File: config.mk
export PLATFORM = sky130hd
export DESIGN_NAME = multi_cycle_ctrl
export DESIGN_NICKNAME = d
export VERILOG_FILES = /design/src/rtl/multi_cycle_ctrl.sv
export SDC_FILE = /design/constraint.sdc
export NUM_CORES = 1
export LEC_CHECK = 0
export ABC_AREA = 1
export CAP_MARGIN = 25
export CORE_MARGIN = 1
export CORE_UTILIZATION = 40
export CTS_CLUSTER_DIAMETER = 120
export DETAILED_ROUTE_END_ITERATION = 7
export DONT_BUFFER_PORTS = 1
export MAX_ROUTING_LAYER = met4
export SETUP_SLACK_MARGIN = 0.02
export SYNTH_ARGS = -nofsm -noshare
export SYNTH_HDL_FRONTEND = slang
export SYNTH_SLANG_ARGS = --single-unit
File: constraint.sdc
create_clock -name CLK -period 2.05 [get_ports CLK]
set_input_delay 0.41 -clock CLK [delete_from_list [all_inputs] [get_ports CLK]]
set_output_delay 0.41 -clock CLK [all_outputs]
set_load 0.03 [all_outputs]
File: src/rtl/multi_cycle_ctrl.sv
// Multi-cycle control unit: steps the datapath through IF/ID/EXE/MEM/WB one
// state per clock, decodes the IR opcode and counts retired instructions.
module multi_cycle_ctrl #(
    parameter int unsigned CNT_W = 32
) (
    input  logic             CLK,
    input  logic             Reset,
    input  logic [5:0]       Op,
    input  logic             Zero,
    input  logic             MemReady,
    output logic             PCWre,
    output logic [1:0]       PCSrc,
    output logic             IRWre,
    output logic             ExtSel,
    output logic             ALUSrcB,
    output logic [2:0]       ALUOp,
    output logic             RegDst,
    output logic             RegWre,
    output logic             DBDataSrc,
    output logic             mRD,
    output logic             mWR,
    output logic             Halted,
    output logic [CNT_W-1:0] InstrCnt
);

    typedef enum logic [3:0] {
        sIf    = 4'b0000,
        sId    = 4'b0001,
        sExeLs = 4'b0010,
        sMem   = 4'b0011,
        sWbL   = 4'b0100,
        sExeBr = 4'b0101,
        sExeAl = 4'b0110,
        sWbAl  = 4'b0111,
        sHalt  = 4'b1000
    } state_t;

    typedef enum logic [5:0] {
        opAdd   = 6'b000000,
        opSub   = 6'b000001,
        opAddiu = 6'b000010,
        opAnd   = 6'b010000,
        opAndi  = 6'b010001,
        opOri   = 6'b010010,
        opSlt   = 6'b100110,
        opSw    = 6'b110000,
        opLw    = 6'b110001,
        opBeq   = 6'b110100,
        opJ     = 6'b111000,
        opHalt  = 6'b111111
    } opcode_t;

    state_t state;

    logic isAlu;
    logic isLoad;
    logic isStore;
    logic isBranch;
    logic isJump;
    logic isHalt;

    logic       pcWre;
    logic [1:0] pcSrc;
    logic       irWre;
    logic       regWre;
    logic       memRd;
    logic       memWr;

    // Opcode classification and the Op-only decode outputs
    always_comb begin
        isAlu     = 1'b0;
        isLoad    = 1'b0;
        isStore   = 1'b0;
        isBranch  = 1'b0;
        isJump    = 1'b0;
        isHalt    = 1'b0;
        ExtSel    = 1'b0;
        ALUSrcB   = 1'b0;
        ALUOp     = 3'b000;
        RegDst    = 1'b0;
        DBDataSrc = 1'b0;
        case (Op)
            opAdd: begin
                isAlu  = 1'b1;
                RegDst = 1'b1;
            end
            opSub: begin
                isAlu  = 1'b1;
                RegDst = 1'b1;
                ALUOp  = 3'b001;
            end
            opAddiu: begin
                isAlu   = 1'b1;
                ExtSel  = 1'b1;
                ALUSrcB = 1'b1;
            end
            opAnd: begin
                isAlu  = 1'b1;
                RegDst = 1'b1;
                ALUOp  = 3'b100;
            end
            opAndi: begin
                isAlu   = 1'b1;
                ALUSrcB = 1'b1;
                ALUOp   = 3'b100;
            end
            opOri: begin
                isAlu   = 1'b1;
                ALUSrcB = 1'b1;
                ALUOp   = 3'b011;
            end
            opSlt: begin
                isAlu  = 1'b1;
                RegDst = 1'b1;
                ALUOp  = 3'b010;
            end
            opSw: begin
                isStore = 1'b1;
                ExtSel  = 1'b1;
                ALUSrcB = 1'b1;
            end
            opLw: begin
                isLoad    = 1'b1;
                ExtSel    = 1'b1;
                ALUSrcB   = 1'b1;
                DBDataSrc = 1'b1;
            end
            opBeq: begin
                isBranch = 1'b1;
                ExtSel   = 1'b1;
                ALUOp    = 3'b001;
            end
            opJ:     isJump = 1'b1;
            opHalt:  isHalt = 1'b1;
            default: ;
        endcase
    end

    // State-gated strobes; PCWre marks the final cycle of every instruction
    always_comb begin
        pcWre  = 1'b0;
        pcSrc  = 2'b00;
        irWre  = 1'b0;
        regWre = 1'b0;
        memRd  = 1'b0;
        memWr  = 1'b0;
        case (state)
            sIf: irWre = 1'b1;
            sId: begin
                if (isJump) begin
                    pcWre = 1'b1;
                    pcSrc = 2'b10;
                end else if (!(isAlu || isLoad || isStore || isBranch || isHalt)) begin
                    pcWre = 1'b1;
                end
            end
            sExeBr: begin
                pcWre = 1'b1;
                if (Zero) pcSrc = 2'b01;
            end
            sWbAl, sWbL: begin
                pcWre  = 1'b1;
                regWre = 1'b1;
            end
            sMem: begin
                memRd = isLoad;
                memWr = isStore;
                pcWre = isStore && MemReady;
            end
            default: ;
        endcase
    end

    // Write enables are masked directly by Reset so they drop without a clock
    assign PCWre  = pcWre && Reset;
    assign PCSrc  = pcSrc;
    assign IRWre  = irWre && Reset;
    assign RegWre = regWre && Reset;
    assign mRD    = memRd && Reset;
    assign mWR    = memWr && Reset;
    assign Halted = (state == sHalt);

    always_ff @(posedge CLK or negedge Reset) begin
        if (!Reset) begin
            state    <= sIf;
            InstrCnt <= '0;
        end else begin
            if (pcWre && (InstrCnt != '1))
                InstrCnt <= InstrCnt + CNT_W'(1);
            case (state)
                sIf: state <= sId;
                sId: begin
                    if (isJump)                 state <= sIf;
                    else if (isHalt)            state <= sHalt;
                    else if (isBranch)          state <= sExeBr;
                    else if (isLoad || isStore) state <= sExeLs;
                    else if (isAlu)             state <= sExeAl;
                    else                        state <= sIf;
                end
                sExeAl: state <= sWbAl;
                sWbAl:  state <= sIf;
                sExeBr: state <= sIf;
                sExeLs: state <= sMem;
                sMem: begin
                    if (MemReady) state <= isLoad ? sWbL : sIf;
                end
                sWbL:   state <= sIf;
                sHalt:  state <= sHalt;
                default: state <= sIf;
            endcase
        end
    end

endmodule

Word level (Yosys, flattened, before mapping)
Cells that the tools add are included.
{"block": "classes", "n_addsub": 1, "n_eq_ne": 21, "mux": 28, "reduce_logical": 22}
{"operator": "== test 6 bit (second input constant)", "count": 6}
{"operator": "adder 32 x 1 -> 32 bit (second input constant)", "count": 1}
{"operator": "inequality test 32 bit (second input constant)", "count": 1}
{"operator": "one-hot mux 4 bit (6 select lines)", "count": 1}
{"operator": "== test 6 x 5 -> 1 bit (second input constant)", "count": 3}
{"operator": "== test 4 x 3 -> 1 bit (second input constant)", "count": 4}
{"operator": "2-to-1 mux 1 bit", "count": 16}
{"operator": "2-to-1 mux 3 bit", "count": 4}
{"operator": "2-to-1 mux 4 bit", "count": 3}
{"operator": "one-hot mux 3 bit (4 select lines)", "count": 1}
{"operator": "== test 4 x 2 -> 1 bit (second input constant)", "count": 2}
{"operator": "OR reduction 4 bit", "count": 2}
{"operator": "logical AND 1 bit", "count": 7}
{"operator": "OR reduction 7 bit", "count": 1}
{"operator": "== test 6 x 1 -> 1 bit (second input constant)", "count": 1}
{"operator": "== test 6 x 2 -> 1 bit (second input constant)", "count": 1}
{"operator": "zero test 6 bit", "count": 1}
{"operator": "OR reduction 2 bit", "count": 3}
{"operator": "logical OR 1 bit", "count": 5}
{"operator": "OR reduction 5 bit", "count": 1}
{"operator": "== test 4 x 1 -> 1 bit (second input constant)", "count": 1}
{"operator": "== test 4 bit (second input constant)", "count": 1}
{"operator": "zero test 4 bit", "count": 1}
{"operator": "one-hot mux 2 bit (2 select lines)", "count": 1}
{"operator": "4 further kinds", "count": 4}
{"block": "word_totals", "register_bits": 36, "inputBits": 10, "output_inout_bits": 47, "elab_cells": 74}

Longest topological paths before layout
{"block": "depth", "depth_word": 11, "depth_mapped": 12}

Least setup slack after synthesis
OpenSTA, ideal clock, no wires.
{"block": "synth_path", "path_type": "input to output", "from": "input Op[2]", "to": "output ALUOp[0]", "arrival_time_ns": 1.832, "required_ns": 1.640, "path_slack_ns": -0.192, "stages": 3, "path_cell_list": "nor2_2 nand2_1 o311ai_0"}
{"block": "synth_via", "elab_chain_len": 3, "elab_cells_between_ends": 9, "classes_between": "eq/ne: 6; mux: 1; reduce/logical: 2"}
{"item": "from (decl)", "line": "8", "text": "input logic [5:0] Op,"}
{"item": "== test 6 bit, or another cell as far along", "line": "82", "text": "case (Op)"}
{"item": "OR reduction 2 bit (no line)"}
{"item": "one-hot mux 3 bit (4 select lines) (*)", "line": "82"}
{"item": "to (decl)", "line": "16", "text": "output logic [2:0] ALUOp,"}
Mark *: on every way between the ends. The rest lies on a longest branch, timed or not.

Worst setup path after layout
{"block": "layout_path", "from": "register state[1]", "to": "output PCWre"}
{"block": "layout_via", "elab_chain_len": 4, "elab_cells_between_ends": 8, "classes_between": "eq/ne: 5; mux: 1; reduce/logical: 2"}
{"item": "from (decl)", "line": "53", "text": "state_t state;"}
{"item": "from (signal assigned)", "line": "185", "text": "state <= sIf;"}
{"item": "from (signal assigned)", "line": "191", "text": "sIf: state <= sId;"}
{"item": "from (signal assigned)", "line": "193", "text": "if (isJump) state <= sIf;"}
{"item": "== test 4 x 3 -> 1 bit", "line": "147", "text": "case (state)"}
{"item": "OR reduction 3 bit (no line)"}
{"item": "one-hot mux 1 bit (3 select lines) (*)", "line": "147"}
{"item": "logical AND 1 bit (*)", "line": "175", "text": "assign PCWre = pcWre && Reset;"}
{"item": "to (decl)", "line": "11", "text": "output logic PCWre,"}
Marked as above.

==> out/metrics.yaml <==
clk_pin_slew_worst_paths_ps: 70
core_area_um2: 6495
slew_violations: 0
holdCritPathClass: "input port to flop"
holdPathStages: 3
p_clk_frac: 0.197
syn_area_um2: 2753
cts_tree: "yes"
viasPerCell: 5.112
grt_use_total: 0.2347
cp_top_family: "flip-flops"
wl_per_cell_um: 13.74
crit_type: "flop to output port"
final_common_cell: "nand2_1"
initial_utilization: 0.4238
power_density_nw_per_um2: 757.7
clk-insertion-delay-late_ps: 300
worstMarginPinSlew_ps: 357.1
rr_worst_depth: 9
power_leakage_uw: 0.001708
drive_above_1_share: 0.1955
avgSynthCellArea_um2: 6.357
grt_pass1_wl_um: 13060
row_count: 29
grt_overflow: 0
critPathLaunchType: "flop"
drtAntennaViolNets: 0
whs_endpoint: "state[0]"
switching_share: 0.4410
drt_iter0_drc: 211
crit_buf_inv: 3
ff2ff_setup_slack_ps: 220
first_pass_iters: 8
cts_sinks: 36
max_slew_margin: 0.7611
yosys_most_used_dff: "dfrtp_1"
hpwlAfterDp_um: 5932
place_congestion: 0.8886
drc: 4
rsz0062_at_grt: "yes"
final-setup-viol-count: 0
cts_made_buffers: 5
cp_slowest_stage_delay_ps: 450
die_x_um: 84.96
cp.required_ps: 1640
status: "finished with violations"
cts_max_path_buffers: 2
layout_common_cells: "nand2_1 (176), nor2_1 (71), buf_4 (51)"
combPwrFrac: 0.469
end_kind: "output port"
crit_chain: "nor2_4, inv_2, nor2_4, inv_2, nor2_2, nand3_2, a21oi_2, buf_6"
crit_slowest_cell: "dfrtp_2"
max-cap-violations: 0
p_sw_uw: 1120
skew_ps: 3.401
post-route-min-period_ps: 2006
timing.final.crit_share: 0.9783
async_flop_share: 1.000
die-area_um2: 7217
stdcell_area_um2: 3352
synth_edf_count: 0
grt_pass1_vias: 2723
die_h_um: 84.96
area_delta_synth_final_pct: 21.77
p_int_uw: 1420
fmax_ghz: 0.4986
fill_cells: 666
cts_max_level: 2
hold_slack_ps: 392.9
ys_seq_elements: 36
antenna_found_initial: 0
finalWirelength_um: 7737
worstPathArrival_ps: 1600
port_buffers: 0
r2r_end: "InstrCnt[7]"
min-delay-start: "MemReady"
violations: "DRC"
post_dp_cell_area_um2: 3126
reg2reg_from: "InstrCnt[0]"
ir_worst_vdd_mv: 0.4358
grt_max_degree: 37
path_max_fanout: 5
p_seq_frac: 0.334
synthCells: 433
ys_types: 31
nNetsFinal: 497
final_hold_viol_count: 0
synth_nets: 444
io_pins: 57
crit_start: "state[1]"
cts_root_buffer: "clkbuf_8"
yosys_warnings: 0
ys_seq_area_frac: 0.3273
vias: 2878
antenna_cells: 0
[routing by layer]
layer / track usage / vias to the layer above / wire length, um
met5: - / - / 0
met4: 0.06317 / 0 / 107
met3: 0.05837 / 10 / 520
met2: 0.3739 / 98 / 3590
met1: 0.2970 / 1305 / 3519
li1: - / 1465 / -
[state kept, by name, summed over array words and instances (netlist names)]
signal and flops:
state 4, InstrCnt 32
[power groups by stage]
| stage | clock network, uW | logic [uW] | registers, uW |
|---|---|---|---|
| 2_1_floorplan | 0 | 743 | 940 |
| 3_3_place_gp | 0 | 1000 | 852 |
| 3_5_place_dp | 0 | 1010 | 858 |
| 4_1_cts | 504 | 1160 | 842 |
| 5_1_grt | 540 | 1300 | 857 |
| 6_report | 501 | 1190 | 848 |
[stage by stage]
| stage | utilization | power, uW | std cells | TNS, ps | worst slack, ps |
|---|---|---|---|---|---|
| CTS | 0.5113 | 2505 | 563 | 0 | 28.08 |
| global route | 0.5161 | 2701 | 563 | -34.04 | -26.84 |
| detailed placement | 0.4812 | 1868 | 545 | 0 | 170.1 |
| global placement | 0.4812 | 1857 | 545 | 0 | 163.1 |
| finish | 0.5161 | 2540 | 563 | 0 | 44.44 |
| floorplan | - | 1683 | 433 | 0 | 124.6 |
[kinds of logic (layout without fill, tap and decap cells)]
| group | Yosys count | in the layout | share of synthesized area |
|---|---|---|---|
| buffers and inverters | 38 | 91 | 0.06455 |
| adder cells (fa/ha/maj) | 1 | 1 | 0.004545 |
| AND/OR/NAND/NOR | 335 | 335 | 0.5377 |
| AO/OA/AOI/OAI | 8 | 8 | 0.01818 |
| XOR/XNOR | 15 | 15 | 0.04773 |
| flip-flops | 36 | 36 | 0.3273 |
[cell usage after synthesis, types with 2 or more instances]
| cell | count | area, um2 |
|---|---|---|
| nor2_2 | 4 | 25.02 |
| inv_1 | 21 | 78.83 |
| nor2_1 | 76 | 285.3 |
| nor2_4 | 3 | 33.78 |
| nand4_1 | 2 | 12.51 |
| nand3b_1 | 14 | 105.1 |
| buf_4 | 3 | 22.52 |
| buf_6 | 3 | 33.78 |
| clkbuf_1 | 2 | 7.510 |
| inv_2 | 8 | 30.03 |
| o21ai_0 | 3 | 15.01 |
| nand2_4 | 2 | 22.52 |
| xnor2_1 | 5 | 43.79 |
| nand3_2 | 3 | 30.03 |
| nand3_1 | 44 | 220.2 |
| xor2_1 | 10 | 87.58 |
| dfrtp_1 | 36 | 900.9 |
| nor3_1 | 2 | 10.01 |
| a21oi_1 | 2 | 10.01 |
| nand2_1 | 179 | 671.9 |
[how the worst max path moves through the flow]
stage	slack (ps)	cells after the start	endpoint
floorplan	120	9	InstrCnt[4]
global placement	160	8	PCWre
detailed placement	170	8	PCWre
CTS	30	8	PCWre
global route	-30	8	PCWre
finish	40	8	PCWre
[tightest hold or removal path, cell delays in order]
cell	delay (ps)
inv_1	70
nand2_1	90
o2111ai_1	80
[repair_timing]
| item | 4_1_cts | 5_1_grt |
|---|---|---|
| gates resized for setup | 6 | 9 |
| pin swaps | 8 | 4 |
| setup buffers | 9 | 0 |
| hold endpoints to repair | 36 | 0 |
| setup endpoints to repair | 1 | 36 |
| hold buffers | 2 | 0 |
| cloned | 0 | 0 |
[area by class of cell]
cell class              instances  area, um2  share of cell area
inverters                      29      108.9             0.03247
multi-input cells             359       1723              0.5140
clock inverters                 1      5.005            0.001493
well taps                      77      96.34             0.02874
clock buffers                   6      72.57             0.02165
flip-flops and latches         36      902.1              0.2691
repair buffers                 55      444.2              0.1325
(Power assumes the default switching activity.)
